$ cat config.mk
export PLATFORM = sky130hd
export DESIGN_NAME = reg_dump_reader_flat
export DESIGN_NICKNAME = d
export VERILOG_FILES = /design/src/rtl/reg_dump_pkg.sv /design/src/rtl/reg_dump_if.sv /design/src/rtl/reg_dump_reader.sv /design/src/flat_wrapper.sv
export SDC_FILE = /design/constraint.sdc
export NUM_CORES = 1
export LEC_CHECK = 0
export CAP_MARGIN = 5
export CORE_AREA = 4 4 74 76
export DETAILED_ROUTE_END_ITERATION = 10
export DIE_AREA = 0 0 78 80
export PLACE_DENSITY = 0.78
export SKIP_LAST_GASP = 1
export SYNTH_ARGS = -nofsm -noshare
export SYNTH_HDL_FRONTEND = slang
export SYNTH_SLANG_ARGS = --single-unit
export TNS_END_PERCENT = 100
$ cat constraint.sdc
create_clock -name clk -period 2.9 [get_ports clk]
set_clock_uncertainty 0.15 [all_clocks]
set_input_delay 0.58 -clock clk [delete_from_list [all_inputs] [get_ports clk]]
set_output_delay 0.58 -clock clk [all_outputs]
set_load 0.02 [all_outputs]
$ cat src/rtl/reg_dump_pkg.sv
// reg_dump_pkg: shared definitions for the register-file dump sequencer.
//   dumpState_e  : sequencer states
//   *_DEF        : default geometry of the architectural register file
package reg_dump_pkg;

  localparam int unsigned NUM_REGS_DEF = 32;
  localparam int unsigned ADDR_W_DEF   = 5;
  localparam int unsigned DATA_W_DEF   = 32;

  typedef enum logic [1:0] {
    IDLE    = 2'd0,
    CAPTURE = 2'd1,
    SEND    = 2'd2,
    FINISH  = 2'd3
  } dumpState_e;

endpackage

$ cat src/rtl/reg_dump_if.sv
// reg_dump_if: valid/ready stream of (index, data) register dump entries.
//   dump_valid  : entry present
//   dump_ready  : sink accepts entry when dump_valid && dump_ready
//   dump_index  : register index of the entry
//   dump_data   : captured register value
//   master modport = producer (reg_dump_reader), slave modport = trace sink
interface reg_dump_if #(
  parameter int unsigned ADDR_W = 5,
  parameter int unsigned DATA_W = 32
);

  logic              dump_valid;
  logic              dump_ready;
  logic [ADDR_W-1:0] dump_index;
  logic [DATA_W-1:0] dump_data;

  modport master (
    output dump_valid,
    output dump_index,
    output dump_data,
    input  dump_ready
  );

  modport slave (
    input  dump_valid,
    input  dump_index,
    input  dump_data,
    output dump_ready
  );

endinterface

$ cat src/rtl/reg_dump_reader.sv
// reg_dump_reader: on a start pulse walks register indices 0..NUM_REGS-1 through
// a combinational register-file read port and streams (index, data) pairs to a
// trace sink over a valid/ready handshake.
// Ports:
//   clk, rst_n    : clock, asynchronous active-low reset
//   start         : 1-cycle dump request, honoured only in IDLE
//   abort         : synchronous cancel, wins over every other event
//   busy          : high from start acceptance until the cycle before done
//   done          : 1-cycle pulse after the last entry handshakes
//   rf_read_reg   : registered read address to the register file
//   rf_read_data  : register-file data for rf_read_reg (same cycle)
//   dump          : reg_dump_if.master entry stream
// Build option:
//   REG_DUMP_SKIP_ZERO_EN : registers reading as zero are not emitted; the walk
//                           advances directly to the next index.
module reg_dump_reader
  import reg_dump_pkg::*;
#(
  parameter int unsigned NUM_REGS = NUM_REGS_DEF,
  parameter int unsigned ADDR_W   = ADDR_W_DEF,
  parameter int unsigned DATA_W   = DATA_W_DEF
) (
  input  logic              clk,
  input  logic              rst_n,
  input  logic              start,
  input  logic              abort,
  output logic              busy,
  output logic              done,
  output logic [ADDR_W-1:0] rf_read_reg,
  input  logic [DATA_W-1:0] rf_read_data,
  reg_dump_if.master        dump
);

  localparam logic [ADDR_W-1:0] LAST_IDX = ADDR_W'(NUM_REGS - 1);

  dumpState_e        state;
  logic [ADDR_W-1:0] regIdx;

  // The walk counter is itself the registered read address.
  assign rf_read_reg = regIdx;

  always_ff @(posedge clk or negedge rst_n) begin
    if (!rst_n) begin
      state           <= IDLE;
      regIdx          <= '0;
      busy            <= 1'b0;
      done            <= 1'b0;
      dump.dump_valid <= 1'b0;
      dump.dump_index <= '0;
      dump.dump_data  <= '0;
    end else begin
      done <= 1'b0;
      unique case (state)
        IDLE: begin
          if (start && !abort) begin
            regIdx <= '0;
            busy   <= 1'b1;
            state  <= CAPTURE;
          end
        end

        CAPTURE: begin
          if (abort) begin
            busy  <= 1'b0;
            state <= IDLE;
          end else begin
`ifdef REG_DUMP_SKIP_ZERO_EN
            if (rf_read_data == '0) begin
              if (regIdx == LAST_IDX) begin
                state <= FINISH;
              end else begin
                regIdx <= regIdx + ADDR_W'(1);
              end
            end else begin
              dump.dump_data  <= rf_read_data;
              dump.dump_index <= regIdx;
              dump.dump_valid <= 1'b1;
              state           <= SEND;
            end
`else
            dump.dump_data  <= rf_read_data;
            dump.dump_index <= regIdx;
            dump.dump_valid <= 1'b1;
            state           <= SEND;
`endif
          end
        end

        SEND: begin
          // A handshake coinciding with abort still delivers the entry; only
          // the continuation is cancelled.
          if (abort) begin
            dump.dump_valid <= 1'b0;
            busy            <= 1'b0;
            state           <= IDLE;
          end else if (dump.dump_ready) begin
            dump.dump_valid <= 1'b0;
            if (regIdx == LAST_IDX) begin
              state <= FINISH;
            end else begin
              regIdx <= regIdx + ADDR_W'(1);
              state  <= CAPTURE;
            end
          end
        end

        FINISH: begin
          busy  <= 1'b0;
          done  <= !abort;
          state <= IDLE;
        end

        default: begin
          state <= IDLE;
        end
      endcase
    end
  end

endmodule

$ cat src/flat_wrapper.sv
// flat-port wrapper written by rule: the top's interface ports become plain ports
module reg_dump_reader_flat import reg_dump_pkg::*;
#(
  parameter int unsigned NUM_REGS = NUM_REGS_DEF,
  parameter int unsigned ADDR_W   = ADDR_W_DEF,
  parameter int unsigned DATA_W   = DATA_W_DEF
)
  (clk, rst_n, start, abort, busy, done, rf_read_reg, rf_read_data, dump_dump_valid, dump_dump_index, dump_dump_data, dump_dump_ready);
  reg_dump_if #(.ADDR_W(ADDR_W), .DATA_W(DATA_W)) dump_i ();
  input  logic clk;
  input  logic rst_n;
  input  logic start;
  input  logic abort;
  output logic busy;
  output logic done;
  output logic [ADDR_W-1:0] rf_read_reg;
  input  logic [DATA_W-1:0] rf_read_data;
  output wire logic [$bits(dump_i.dump_valid)-1:0] dump_dump_valid;
  output wire logic [$bits(dump_i.dump_index)-1:0] dump_dump_index;
  output wire logic [$bits(dump_i.dump_data)-1:0] dump_dump_data;
  input wire logic [$bits(dump_i.dump_ready)-1:0] dump_dump_ready;
  assign dump_dump_valid = dump_i.dump_valid;
  assign dump_dump_index = dump_i.dump_index;
  assign dump_dump_data = dump_i.dump_data;
  assign dump_i.dump_ready = dump_dump_ready;
  reg_dump_reader #(.NUM_REGS(NUM_REGS), .ADDR_W(ADDR_W), .DATA_W(DATA_W)) u_core (.clk(clk), .rst_n(rst_n), .start(start), .abort(abort), .busy(busy), .done(done), .rf_read_reg(rf_read_reg), .rf_read_data(rf_read_data), .dump(dump_i));
endmodule
==> flow_summary.toml <==
[synth]
syn_area_per_cell_um2 = 14.2
synthArstFlopShare = 1.00
syn_area_um2 = 2030
yosysTopAreaCellShare = 0.580
synthXorXnorAreaFrac = 0
netlist_instances = 143
synthAdderAreaFrac = 0.0432
synth_area_leaders = "dfrtp_1 (58%), mux2_2 (21%), ha_1 (4.3%), buf_6 (2.2%), mux2i_1 (2.0%)"
synth_top_cell_by_area = "dfrtp_1"
yosysMostFrequentCell = "dfrtp_1"
ys_seq_elements = 47
yosysUniqueCellTypes = 29
muxShareOfSynthArea = 0.231
synth_fp_nets = 187
ys_warn_count = 0
yosys.area_share.simple = 0.0654
synth-main-ff-cell = "dfrtp_1"
synth_top_family_by_area = "multiplexers"
synth_edf_count = 0
synth_compound_area_frac = 0.0426
synth_common_cells = "dfrtp_1 (47), mux2_2 (37), ha_1 (7), nand2_1 (6)"
yosysSeqAreaShare = 0.580

[worst_setup_path]
startpoint_type = "flop"
cp.depth = 6
cp_top_family = "flip-flops"
crit_fanout = 7
cp-end-kind = "flop"
worstPathBufferInverterCount = 0
criticalPathCategory = "flop to flop"
slowest_stage = "dfrtp_1"
crit_top_cell = "ha_1"
cpPeakStageDelay_ps = 450
crit_required_ps = 2930
crit_arrival_ps = 2300
path_cells = "ha_1 > and3_1 > ha_1 > nand2b_1 > a211oi_2 > mux2_1"
ff2ff_path_depth = 6

[layout]
antenna_cells = 0
nNetsFinal = 272
drive_gt1_frac = 0.223
syn_to_final_growth_pct = 48.0
multi_input_area_um2 = 777
register_area_um2 = 1180
fill_cells = 374
finalNonFillerCells = 296
largest_reg_flops = 32

[global_route]
grt-ovfl-total = 0
antenna_found_initial = 0
grtUsageTotal = 0.148
grt_util_met1 = 0.188
grt_pass1_vias = 1420
grt_max_degree = 41
gr-usage-met2 = 0.245
grt_pass1_wl_um = 7200
use_met3 = 0.0327
busiest_layer = "met2"

[placement]
place_inst = 288
dp_hpwl_um = 3310
port_buffers = 81
place.gp.congestion = 0.777

[clocking]
root_buffer = "clkbuf_8"
cts_inserted_buffers = 5
clk_path_buf_depth = 2
clk_pin_slew_worst_paths_ps = 90
cts_hold_buf = 0
insertion_delay_ps = 290
ctsResizeCount = 0
cts_setup_buffers = 0
cts.sinks = 47
cts_tree = "yes"
htree_levels = 2

[detailed_routing]
first_pass_iters = 4
drt-vias-per-instance = 4.73
vias = 1401
drt_drc_violations_left = 0
finalWirelength_um = 4320
first_iter_violations = 48
wire_per_inst_um = 14.6
detail-route-antenna-nets = 0

[job]
maxCapViolCount = 0

[timing]
fin_setup_tns_ps = 0
fin_crit_ps = 2270
hold_viol = 0
slew_headroom = 0.698
finalSetupViolCount = 0
post-route-period-util = 0.784
grt_setup_unrepaired = "no"
worst_slew_pin_slew_ps = 453
slew_viol_final = 0
max_freq_mhz = 440

[floorplan]
die_w_um = 78
die_y_um = 80
rows = 25
core_area_um2 = 4720
dieArea_um2 = 6240
start_util = 0.429
num_io_pins = 82

[min_path]
hp-class = "input port to async pin"

[power]
power.density_nw_per_um2 = 1010
p_int_mw = 1.97
p_sw_frac = 0.349
power_leakage_nw = 1.29
ir_drop_uv = 526
power_frac_comb = 0.501
seqPwrFrac = 0.358
switchingPower_mw = 1.05
pwr-share-clk = 0.142

[outcome]
outcome = "complete, no violations"
[through the flow]
step                      utilization  hold WS, ps  power [mW]  setup slack (ps)  area, um^2
after CTS                       0.635         73.8        3.07               623        3000
after global placement          0.613          313        2.60               546        2900
after floorplan                     -          134        1.92               712        2030
after global routing            0.635          101        3.21               501        3000
final                           0.635         70.4        3.02               627        3000
after detailed placement        0.613          323        2.63               497        2900
[routing by layer]
metal	vias to the layer above	wire length (um)
met2	51	2000
met1	676	1960
met5	-	0
li1	667	-
met4	0	96
met3	7	254
[area by class of cell]
class	count	area share
flip-flops and latches	47	0.392
repair buffers	84	0.280
multi-input cells	85	0.259
clock buffers	7	0.0321
well taps	67	0.0279
inverters	5	0.00626
clock inverters	1	0.00250
[path summary, 6_finish.rpt]
kind	slack [ps]	start	to
min in group clk	340	u_core.dump.dump_index[4]	u_core.dump.dump_index[4]
max in group asynchronous	1940	rst_n	u_core.rf_read_reg[2]
setup reg to reg	630	u_core.rf_read_reg[0]	u_core.rf_read_reg[0]
setup / recovery	630	u_core.rf_read_reg[0]	u_core.rf_read_reg[0]
hold / removal	70	rst_n	u_core.dump.dump_data[17]
hold reg to reg	340	u_core.dump.dump_index[4]	u_core.dump.dump_index[4]
[kinds of logic (layout without fill, tap and decap cells)]
group | count (synthesis) | count (layout)
flip-flops | 47 | 47
multiplexers | 42 | 42
AND/OR/NAND/NOR | 23 | 23
AO/OA/AOI/OAI | 13 | 13
buffers and inverters | 11 | 97
adder cells (fa/ha/maj) | 7 | 7
[placed cells by master (no fill, tap or decap), types with 2 or more instances in the layout]
master           Yosys  routed
mux2_2              37      37
o21ai_0              5       5
inv_1                5       5
mux2i_1              4       4
buf_4                1       2
nand2b_1             3       2
nor2b_1              4       4
dfrtp_1             47      47
clkbuf_8             0       7
nor2_1               2       2
clkdlybuf4s50_1      0      80
nand2_1              6       6
a21oi_1              2       2
ha_1                 7       7
[power by group through the flow]
| stage | Combinational [mW] | Sequential (mW) | Clock (mW) |
|---|---|---|---|
| 5_1_grt | 1.61 | 1.13 | 0.469 |
| 3_3_place_gp | 1.52 | 1.08 | 0 |
| 4_1_cts | 1.54 | 1.08 | 0.444 |
| 6_report | 1.51 | 1.08 | 0.428 |
| 3_5_place_dp | 1.54 | 1.10 | 0 |
| 2_1_floorplan | 0.498 | 1.43 | 0 |
No activity file was read; power rests on OpenSTA's default activity.
